[config.mk]
export PLATFORM = sky130hd
export DESIGN_NAME = seq_multiplier_param_flat
export DESIGN_NICKNAME = d
export VERILOG_FILES = /design/src/rtl/seq_mult_pkg.sv /design/src/rtl/seq_multiplier_param_if.sv /design/src/rtl/seq_mult_sign_fix.sv /design/src/rtl/seq_multiplier_param.sv /design/src/flat_wrapper.sv
export SDC_FILE = /design/constraint.sdc
export NUM_CORES = 1
export LEC_CHECK = 0
export CORE_UTILIZATION = 55
export DETAILED_ROUTE_END_ITERATION = 10
export PLACE_DENSITY_LB_ADDON = 0.1
export REMOVE_ABC_BUFFERS = 1
export SYNTH_ARGS = -nofsm -noshare
export SYNTH_HDL_FRONTEND = slang
export SYNTH_HIERARCHICAL = 1
export SYNTH_SLANG_ARGS = --single-unit
export TNS_END_PERCENT = 50
[constraint.sdc]
create_clock -name clk -period 3.02 [get_ports clk]
set_clock_uncertainty 0.05 [all_clocks]
set_input_delay 0.453 -clock clk [delete_from_list [all_inputs] [get_ports clk]]
set_output_delay 0.453 -clock clk [all_outputs]
set_load 0.03 [all_outputs]
[src/rtl/seq_mult_pkg.sv]
// seq_mult_pkg: shared types and helpers for the sequential shift-add multiplier.
package seq_mult_pkg;
  typedef enum logic {IDLE, RUN} state_t;
  function automatic int clog2w(input int n);
    int r;
    r = 0;
    for (int i = 0; i < 31; i++) r = ((1 << i) < n) ? i + 1 : r;
    return r;
  endfunction
  // Magnitude of the low w bits of value; -2^(w-1) maps to 2^(w-1), which still fits in w unsigned bits.
  function automatic logic [63:0] abs_val(input logic [63:0] value, input logic signed_en, input int w);
    logic [63:0] mask;
    mask = (w >= 64) ? '1 : ((64'd1 << w) - 64'd1);
    return (signed_en && value[w-1]) ? ((~value + 64'd1) & mask) : (value & mask);
  endfunction
endpackage

[src/rtl/seq_multiplier_param_if.sv]
// seq_multiplier_param_if: start/busy/done handshake and operand/product bus of the multiplier.
interface seq_multiplier_param_if #(parameter int WIDTH = 8);
  logic               start;
  logic               signed_en;
  logic [WIDTH-1:0]   ina;
  logic [WIDTH-1:0]   inb;
  logic [2*WIDTH-1:0] out;
  logic               busy;
  logic               done;
  modport master (output start, signed_en, ina, inb, input out, busy, done);
  modport slave  (input start, signed_en, ina, inb, output out, busy, done);
endinterface

[src/rtl/seq_mult_sign_fix.sv]
// seq_mult_sign_fix: conditional two's-complement negate of the final product.
module seq_mult_sign_fix #(parameter int W2 = 16) (
  input  logic [W2-1:0] val_i,
  input  logic          neg_i,
  output logic [W2-1:0] val_o
);
  assign val_o = neg_i ? -val_i : val_i;
endmodule

[src/rtl/seq_multiplier_param.sv]
// seq_multiplier_param: iterative shift-add WIDTH x WIDTH multiplier, signed or unsigned per operation.
// Define SEQ_MULT_EARLY_TERM_EN to finish as soon as the remaining multiplier bits are all zero.
module seq_multiplier_param
  import seq_mult_pkg::*;
#(
  parameter int WIDTH = 8
) (
  input logic clk,
  input logic rst_n,
  seq_multiplier_param_if.slave bus
);
  localparam int CNT_W = clog2w(WIDTH + 1);
  localparam int W2 = 2 * WIDTH;
  state_t           state_q, state_d;
  logic [CNT_W-1:0] cnt_q, cnt_d, cnt_dec;
  logic [W2-1:0]    pp_q, pp_d, step, res, fixed, out_q, out_d;
  logic [WIDTH-1:0] mcand_q, mcand_d;
  logic [WIDTH:0]   sum;
  logic             neg_q, neg_d, done_q, done_d, fin;
  assign sum     = {1'b0, pp_q[W2-1:WIDTH]} + {1'b0, mcand_q};
  assign step    = pp_q[0] ? {sum, pp_q[WIDTH-1:1]} : (pp_q >> 1);
  assign cnt_dec = cnt_q - CNT_W'(1);
`ifdef SEQ_MULT_EARLY_TERM_EN
  // The low cnt_dec bits of step are the multiplier bits still to be consumed.
  assign fin = (cnt_dec == '0) || ((step & ((W2'(1) << cnt_dec) - W2'(1))) == '0);
  assign res = step >> cnt_dec;
`else
  assign fin = (cnt_dec == '0);
  assign res = step;
`endif
  seq_mult_sign_fix #(.W2(W2)) u_sign_fix (.val_i(res), .neg_i(neg_q), .val_o(fixed));
  always_comb begin
    state_d = state_q;
    cnt_d   = cnt_q;
    pp_d    = pp_q;
    mcand_d = mcand_q;
    neg_d   = neg_q;
    out_d   = out_q;
    done_d  = 1'b0;
    if (state_q == IDLE && bus.start) begin
      state_d = RUN;
      cnt_d   = CNT_W'(WIDTH);
      mcand_d = WIDTH'(abs_val(64'(bus.ina), bus.signed_en, WIDTH));
      pp_d    = {{WIDTH{1'b0}}, WIDTH'(abs_val(64'(bus.inb), bus.signed_en, WIDTH))};
      neg_d   = bus.signed_en & (bus.ina[WIDTH-1] ^ bus.inb[WIDTH-1]);
    end else if (state_q == RUN) begin
      pp_d    = step;
      cnt_d   = cnt_dec;
      state_d = fin ? IDLE : RUN;
      out_d   = fin ? fixed : out_q;
      done_d  = fin;
    end
  end
  always_ff @(posedge clk or negedge rst_n) begin
    if (!rst_n) begin
      state_q <= IDLE;
      cnt_q   <= '0;
      pp_q    <= '0;
      mcand_q <= '0;
      neg_q   <= 1'b0;
      out_q   <= '0;
      done_q  <= 1'b0;
    end else begin
      state_q <= state_d;
      cnt_q   <= cnt_d;
      pp_q    <= pp_d;
      mcand_q <= mcand_d;
      neg_q   <= neg_d;
      out_q   <= out_d;
      done_q  <= done_d;
    end
  end
  assign bus.out  = out_q;
  assign bus.busy = (state_q == RUN);
  assign bus.done = done_q;
endmodule
[src/flat_wrapper.sv]
// flat-port wrapper written by rule: the top's interface ports become plain ports
module seq_multiplier_param_flat import seq_mult_pkg::*;
#(
  parameter int WIDTH = 8
)
  (clk, rst_n, bus_start, bus_signed_en, bus_ina, bus_inb, bus_out, bus_busy, bus_done);
  seq_multiplier_param_if #(.WIDTH(WIDTH)) bus_i ();
  input logic clk;
  input logic rst_n;
  input wire logic [$bits(bus_i.start)-1:0] bus_start;
  input wire logic [$bits(bus_i.signed_en)-1:0] bus_signed_en;
  input wire logic [$bits(bus_i.ina)-1:0] bus_ina;
  input wire logic [$bits(bus_i.inb)-1:0] bus_inb;
  output wire logic [$bits(bus_i.out)-1:0] bus_out;
  output wire logic [$bits(bus_i.busy)-1:0] bus_busy;
  output wire logic [$bits(bus_i.done)-1:0] bus_done;
  assign bus_i.start = bus_start;
  assign bus_i.signed_en = bus_signed_en;
  assign bus_i.ina = bus_ina;
  assign bus_i.inb = bus_inb;
  assign bus_out = bus_i.out;
  assign bus_busy = bus_i.busy;
  assign bus_done = bus_i.done;
  seq_multiplier_param #(.WIDTH(WIDTH)) u_core (.clk(clk), .rst_n(rst_n), .bus(bus_i));
endmodule
After elaboration in Yosys (flattened, before gate mapping)
Index checks and enable logic that the tools add are counted.
- $add $sub $neg: 5
- mux-type cells: 13
- bitwise operators: 6
- reduce and logical (&&, ||, !) cells: 6
- operator list (kind ; count):
    two-way mux 16 bit ; 4
    adder 8 x 1 -> 8 bit (second input constant) ; 2
    two-way mux 8 bit ; 2
    negation 16 bit ; 1
    inverter 8 bit ; 2
    adder 8 x 8 -> 9 bit ; 1
    two-way mux 4 bit ; 2
    two-way mux 1 bit ; 5
    zero test 4 bit ; 1
    subtractor 4 x 1 -> 4 bit (second input constant) ; 1
    logical AND 1 bit ; 3
    AND reduction 3 bit ; 1
    inverter 1 bit ; 2
    nonzero test 2 bit ; 1
    bitwise AND 1 bit ; 1
    bitwise XOR 1 bit ; 1
- flip-flop bits (word level): 47
- input bits: 20
- output and inout port bits: 18
- logic and storage cells: 37

Longest topological paths before layout
Gate-level depths: netlist (run 1).
- depth after elaboration: 5
- depth in mapped cells: 11
- mapped depth without buffers: 11

Hierarchy
Netlist (run 1), hierarchy kept.
- modules (own cells, without submodules) (module ; instances ; cells each ; area each (µm²) ; seq. area each (µm²)):
    seq_multiplier_param ; 1 ; 266 ; 2678.8 ; 1176.1
    seq_mult_sign_fix ; 1 ; 51 ; 399.1 ; 0.0

Worst setup path before layout (run 1)
Ideal clock, no wire load.
- path type: reg-to-reg
- start: reg u_core.pp_q[8]
- end: reg u_core.out_q[14], in the netlist u_core/bus.out[14]
- arrival time: 2.603 ns
- required time: 2.845 ns
- slack: 0.242 ns
- stages on the path, launching flop included: 12
- clock period less this slack: 2.778 ns
- cells stage by stage: dfrtp_1 ha_1 fa_1 a21o_1 a21oi_1 xor2_1 o21ai_0 nor4_1 nand2_1 a21oi_2 xnor2_1 mux2_4
- cells in the longest elaborated chain, start to end: 4
- ends and longest elaborated chain (item ; RTL line ; text):
    start, declared ; seq_multiplier_param.sv:16 ; logic [W2-1:0] pp_q, pp_d, step, res, fixed, out_q, out_d;
    start signal, assigned ; seq_multiplier_param.sv:66 ; pp_q <= pp_d;
    adder 8 x 8 -> 9 bit ; seq_multiplier_param.sv:20 ; assign sum = {1'b0, pp_q[W2-1:WIDTH]} + {1'b0, mcand_q};
    two-way mux 16 bit ; seq_multiplier_param.sv:21 ; assign step = pp_q[0] ? {sum, pp_q[WIDTH-1:1]} : (pp_q >> 1);
    named net u_core.res[11] ; seq_multiplier_param.sv:16 ;
    negation 16 bit ; seq_mult_sign_fix.sv:7 ; assign val_o = neg_i ? -val_i : val_i;
    two-way mux 16 bit ; seq_mult_sign_fix.sv:7 ;
    named net u_core.fixed[14] ; seq_multiplier_param.sv:16 ;
    end signal, assigned ; seq_multiplier_param.sv:69 ; out_q <= out_d;
    end, declared ; seq_multiplier_param.sv:16 ;
The timed path passes the listed nets, and every way through them passes these cells.
A chain may end at the register's enable or synchronous reset.

Worst setup path in the final report (run 1)
Same ends and word-level chain as after synthesis.

==> results of run 1 <==
## sequential cells by signal, indices dropped and copies added, names as in the netlist
name / cells
u_core/bus.out: 16
u_core/neg_q: 1
u_core/bus.busy: 1
u_core/mcand_q: 8
u_core/cnt_q: 4
u_core/pp_q: 16
u_core/bus.done: 1
## repair_timing
item                                   4_1_cts  5_1_grt
hold buffers                                 0        0
setup endpoints to repair                    0        2
endpoints found under the hold margin        0        0
gates resized for setup                      0        1
buffers inserted                             0        0
## cell usage after synthesis, types with 3 or more instances
| library cell | instances | share of area (%) |
|---|---|---|
| dfrtp_1 | 47 | 38 |
| or3_1 | 6 | 1.2 |
| nor3_1 | 5 | 0.81 |
| ha_1 | 13 | 5.3 |
| xor2_1 | 5 | 1.4 |
| inv_1 | 18 | 2.2 |
| clkbuf_1 | 8 | 0.98 |
| xnor2_1 | 21 | 6.0 |
| nand2_1 | 37 | 4.5 |
| a21o_1 | 4 | 0.98 |
| mux2_2 | 10 | 3.7 |
| a21oi_1 | 7 | 1.1 |
| mux2_4 | 8 | 3.9 |
| a22oi_1 | 5 | 1.2 |
| nand3_1 | 10 | 1.6 |
| a21oi_2 | 4 | 1.1 |
| mux2i_1 | 3 | 0.98 |
| o31ai_1 | 5 | 1.2 |
| nor2_1 | 14 | 1.7 |
| o21bai_1 | 3 | 0.73 |
| o21ai_1 | 4 | 0.65 |
| o21a_1 | 5 | 1.2 |
| o21ai_0 | 24 | 3.9 |
## cells by family (layout without fill, tap and decap cells)
family	count (synthesis)	after routing	share of synthesized area, %
simple gates	93	93	15.6
flops	47	47	38.2
fa+ha+maj	14	14	5.94
mux	21	21	8.54
xor+xnor	26	26	7.40
compound gates	84	84	19.7
buf+inv	32	68	4.59
## stage by stage
stage,hold WS [ns],util [%]
2_1_floorplan,0.107,-
3_3_place_gp,0.419,66.8
3_5_place_dp,0.441,66.8
4_1_cts,0.314,68.4
5_1_grt,0.366,68.5
6_report,0.274,68.5
## metal layers
| layer | wire length [um] | GRT usage (%) | vias up |
|---|---|---|---|
| met2 | 2960 | 38.0 | 59 |
| met5 | 0 | 0 | - |
| met3 | 223 | 3.21 | 6 |
| met1 | 3030 | 32.7 | 1118 |
| li1 | - | - | 1205 |
| met4 | 69 | 6.35 | 0 |
## worst max path at each step
stage	cells after the start	slack, ns	from	endpoint
after floorplan	11	0.24	u_core/pp_q[8]	u_core/bus.out[14]
after global placement	11	0.18	u_core/pp_q[8]	u_core/bus.out[14]
after detailed placement	11	0.13	u_core/pp_q[8]	u_core/bus.out[14]
after CTS	11	0.10	u_core/pp_q[8]	u_core/bus.out[14]
after global routing	11	0.0008	u_core/pp_q[8]	u_core/bus.out[14]
final	11	0.16	u_core/pp_q[8]	u_core/bus.out[14]
## layout make-up
cell class	count	share of cell area (%)
well taps	70	2.44
multi-input cells	238	49.2
flip-flops and latches	47	32.8
clock buffers	5	1.92
inverters	19	1.99
repair buffers	42	11.2
clock inverters	2	0.384
## power by group through the flow
stage	sequential (W)	combinational, W	clock (W)
5_1_grt	0.00130	0.00252	0.000413
3_5_place_dp	0.00125	0.00228	0
6_report	0.00124	0.00228	0.000366
3_3_place_gp	0.00124	0.00222	0
2_1_floorplan	0.00139	0.00147	0
4_1_cts	0.00124	0.00229	0.000383
==> flow_metrics.env, run 1 <==
export IMPL_cts_sinks=47
export IMPL_multi_input_area_mm2=0.00177
export IMPL_diodes=0
export IMPL_wl_mm=6.28
export IMPL_syn_area_per_cell_um2=9.71
export IMPL_timing_rr_start="u_core/pp_q[8]"
export IMPL_clkLatencyLatePin_ns=0.30
export IMPL_globalplace_congestion=0.917
export IMPL_drc_errors=0
export IMPL_crit_fanout=3
export IMPL_grt_max_degree=48
export IMPL_layout_drive_gt1_share_pct=14.7
export IMPL_hp_class="input pin to asynchronous set/reset pin"
export IMPL_intPower_w=0.00218
export IMPL_stdcell_count=423
export IMPL_switching_share_pct=44.0
export IMPL_tightest_slew_ns=1.04
export IMPL_clkPwrFrac_pct=9.4
export IMPL_critical_path_class="flip-flop to flip-flop"
export IMPL_switchingPower_w=0.00171
export IMPL_die_area_mm2=0.00590
export IMPL_die_y_um=76.8
export IMPL_ff2ff_setup_slack_ns=0.16
export IMPL_hold_violations=0
export IMPL_io_pins=38
export IMPL_slew_violations=0
export IMPL_nFillCells=432
export IMPL_initial_core_util_pct=58.8
export IMPL_synth_enable_flop_cells=0
export IMPL_cp_required_ns=3.15
export IMPL_tns_ns=0
export IMPL_vias=2388
export IMPL_start_kind="flip-flop"
export IMPL_ant_nets=0
export IMPL_dp_cells=416
export IMPL_synthDistinctLibCells=62
export IMPL_syn_inst=317
export IMPL_async_reset_ff_share_pct=100
export IMPL_pwr_share_comb_pct=58.7
export IMPL_arrival_ns=2.99
export IMPL_synth_area_mm2=0.00308
export IMPL_cts_buffers=5
export IMPL_track_usage_pct=23.5
export IMPL_yosys_most_used_dff="dfrtp_1"
export IMPL_cts_tree="done"
export IMPL_r2r_end="u_core/bus.out[14]"
export IMPL_cts_root_buf="clkbuf_8"
export IMPL_num_rows=26
export IMPL_yosys_warnings=6
export IMPL_power_leakage_nw=1.60
export IMPL_syn_to_final_growth_pct=16.5
export IMPL_post_place_ws_ns=0.129
export IMPL_maxCapViolations=0
export IMPL_drt_vias_per_instance=5.65
export IMPL_status="finished, final reports clean"
export IMPL_ys_ff_latch=47
export IMPL_critPathMaxStageDelay_ns=0.42
export IMPL_clockBufferDepth=2
export IMPL_seq_power_share_pct=31.9
export IMPL_critical_path_cell_chain="ha_1 -> fa_1 -> a21oi_1 -> o21ai_0 -> a211oi_1 -> o31ai_1 -> nor4_2 -> nand2_1 -> a21oi_2 -> xnor2_1 -> mux2_4"
export IMPL_timing_final_crit_share_pct=94.7
export IMPL_seqCellArea_mm2=0.00118
export IMPL_grt_pass1_wl_mm=10.9
export IMPL_setup_slack_ns=0.160
export IMPL_slowest_stage="fa_1"
export IMPL_max_clock_freq_mhz=350
export IMPL_globalRoute_totalOverflow=0
export IMPL_nets=387
export IMPL_finalPower_w=0.00389
export IMPL_final_cell_mix="dfrtp_1 (47), nand2_1 (37), clkdlybuf4s50_1 (36)"
export IMPL_first_pass_iters=4
export IMPL_critPathTopFamily="compound AO/OA/AOI/OAI gates"
export IMPL_h_tree_depth=2
export IMPL_die_w_um=76.8
export IMPL_p_per_area_mw_per_mm2=1080
export IMPL_initialDrtViolationCount=86
export IMPL_coreArea_mm2=0.00524
export IMPL_grt_pass1_vias=2230
export IMPL_fin_area_mm2=0.00359
export IMPL_max_slew_margin_pct=30.4
export IMPL_yosysSeqAreaShare_pct=38.2
export IMPL_dpl_instance_area_mm2=0.00350
export IMPL_finalSetupViolCount=0
export IMPL_reg2reg_depth=11
export IMPL_period_minus_slack_ns=2.86
export IMPL_antenna_found_initial=0
export IMPL_peakVddDrop_v=0.000483
export IMPL_wire_per_inst_um=14.9
export IMPL_hpwl_mm=4.81
export IMPL_rsz0062_at_grt="false"
export IMPL_layout_commonest_cell="dfrtp_1"
export IMPL_endpoint_kind="flip-flop"
export IMPL_path_clk_slew_ns=0.09
export IMPL_worst_path_buf_inv=0
export IMPL_port_buffers=37
Note: power is estimated with default switching activity, not from simulation.
==> inputs of run 2 (changes only) <==
--- a/config.mk
+++ b/config.mk
@@ -5,6 +5,7 @@
 export SDC_FILE = /design/constraint.sdc
 export NUM_CORES = 1
 export LEC_CHECK = 0
+export CORE_ASPECT_RATIO = 0.75
 export CORE_UTILIZATION = 55
 export DETAILED_ROUTE_END_ITERATION = 10
 export PLACE_DENSITY_LB_ADDON = 0.1
==> run 2 against run 1 <==
Sequential cell count stayed put; first-iteration DRC count is 66% higher; non-clock buffer count is 3 higher; largest cell class unchanged; highest routed layer unchanged; sequential power hardly changed; total power is 1.3% higher.
==> flow_metrics.env, run 2 (synthesis gave the netlist of run 1 again) <==
export IMPL_status="finished, final reports clean"
export IMPL_start_kind="flip-flop"
export IMPL_hpwl_mm=4.86
export IMPL_clkLatencyLatePin_ns=0.30
export IMPL_nFillCells=440
export IMPL_globalRoute_totalOverflow=0
export IMPL_peakVddDrop_v=0.000457
export IMPL_dp_cells=424
export IMPL_reg2reg_depth=11
export IMPL_grt_pass1_vias=2245
export IMPL_ant_nets=0
export IMPL_io_pins=38
export IMPL_maxCapViolations=0
export IMPL_clockBufferDepth=2
export IMPL_slew_violations=0
export IMPL_layout_drive_gt1_share_pct=15.1
export IMPL_critical_path_cell_chain="ha_1 -> fa_1 -> a21o_1 -> a21oi_1 -> xor2_1 -> o21ai_1 -> nor4_2 -> nand2_1 -> a21oi_2 -> xnor2_1 -> mux2_4"
export IMPL_drt_vias_per_instance=5.64
export IMPL_worst_path_buf_inv=0
export IMPL_num_rows=23
export IMPL_port_buffers=37
export IMPL_seq_power_share_pct=31.1
export IMPL_endpoint_kind="flip-flop"
export IMPL_p_per_area_mw_per_mm2=1090
export IMPL_drc_errors=0
export IMPL_arrival_ns=2.98
export IMPL_nets=390
export IMPL_coreArea_mm2=0.00535
export IMPL_wire_per_inst_um=14.9
export IMPL_critical_path_class="flip-flop to flip-flop"
export IMPL_die_area_mm2=0.00590
export IMPL_clkPwrFrac_pct=9.3
export IMPL_final_util_pct=67.5
export IMPL_tightest_slew_ns=1.03
export IMPL_pwr_share_comb_pct=59.6
export IMPL_cts_tree="done"
export IMPL_tns_ns=0
export IMPL_cts_root_buf="clkbuf_8"
export IMPL_initialDrtViolationCount=143
export IMPL_finalPower_w=0.00394
export IMPL_wl_mm=6.42
export IMPL_globalplace_congestion=0.861
export IMPL_cp_required_ns=3.16
export IMPL_switching_share_pct=44.2
export IMPL_max_clock_freq_mhz=351
export IMPL_setup_slack_ns=0.174
export IMPL_timing_final_crit_share_pct=94.2
export IMPL_post_cts_buffers=0
export IMPL_die_y_um=66.8
export IMPL_path_depth=11
export IMPL_antenna_found_initial=0
export IMPL_track_usage_pct=24.3
export IMPL_grt_pass1_wl_mm=10.9
export IMPL_diodes=0
export IMPL_slowest_stage="fa_1"
export IMPL_layout_commonest_cell="dfrtp_1"
export IMPL_stdcell_count=432
export IMPL_first_pass_iters=5
export IMPL_critPathMaxStageDelay_ns=0.43
export IMPL_syn_to_final_growth_pct=17.4
export IMPL_cts_buffers=5
export IMPL_grt_max_degree=48
export IMPL_critPathTopFamily="adder cells"
export IMPL_post_place_ws_ns=0.0882
export IMPL_cts_sinks=47
export IMPL_final_cell_mix="dfrtp_1 (47), nand2_1 (37), clkdlybuf4s50_1 (36)"
export IMPL_initial_core_util_pct=57.5
export IMPL_power_leakage_nw=1.61
export IMPL_h_tree_depth=2
export IMPL_intPower_w=0.00220
export IMPL_max_slew_margin_pct=31.4
export IMPL_switchingPower_w=0.00174
export IMPL_period_minus_slack_ns=2.85
export IMPL_vias=2437
export IMPL_hold_violations=0
export IMPL_die_w_um=88.4
export IMPL_hp_class="input pin to asynchronous set/reset pin"
export IMPL_rsz0062_at_grt="false"
export IMPL_path_clk_slew_ns=0.08
export IMPL_crit_fanout=3
export IMPL_finalSetupViolCount=0
-- run 2: changes by cell type in the layout (fill, tap and decap cells not counted) --
cell / change
buf_4: +3
clkbuf_1: +2
clkinv_4: -1
o21ai_0: -1
o21ai_1: +1
-- run 2: metrics by stage --
stage	cell area, um2	hold WS, ns
6_report	3610	0.277
5_1_grt	3610	0.375
2_1_floorplan	3010	0.107
3_5_place_dp	3530	0.436
3_3_place_gp	3530	0.423
4_1_cts	3610	0.334
-- run 2: worst paths after layout --
path / slack (ns) / endpoint / startpoint
setup reg to reg: 0.17 / u_core/bus.out[14] / u_core/pp_q[8]
max in group asynchronous: 2.00 / u_core/pp_q[1] / rst_n
min in group clk: 0.45 / u_core/mcand_q[2] / u_core/mcand_q[2]
setup / recovery: 0.17 / u_core/bus.out[14] / u_core/pp_q[8]
hold / removal: 0.28 / u_core/pp_q[13] / rst_n
hold reg to reg: 0.45 / u_core/mcand_q[2] / u_core/mcand_q[2]
-- run 2: power by group through the flow --
stage	clock, W	sequential (W)	combinational, W
detailed placement	0	0.00124	0.00233
global placement	0	0.00123	0.00230
finish	0.000367	0.00123	0.00235
floorplan	0	0.00139	0.00147
CTS	0.000373	0.00123	0.00234
global route	0.000400	0.00128	0.00260
-- run 2: layer usage --
layer  share of wire (%)  track usage [%]  vias up  wire length [um]
met1                  52             35.9     1158              3320
met2                  43             37.2       66              2780
met4                0.75             5.44        0                48
li1                    -                -     1208                 -
met5                   0                0        -                 0
met3                 4.3             4.09        5               278
-- run 2: final cells by class --
type | count | area [um2] | share of cell area (%)
Tap cell | 75 | 93.8 | 2.60
Sequential cell | 47 | 1180 | 32.5
Multi-Input combinational cell | 238 | 1770 | 48.9
Clock inverter | 1 | 5.00 | 0.138
Clock buffer | 7 | 76.3 | 2.11
Timing Repair Buffer | 45 | 425 | 11.8
Inverter | 19 | 71.3 | 1.97
-- run 2: repair_timing --
item / 4_1_cts / 5_1_grt
gates resized for setup: 0 / 2
endpoints found under the setup margin: 0 / 2
hold buffers: 0 / 0
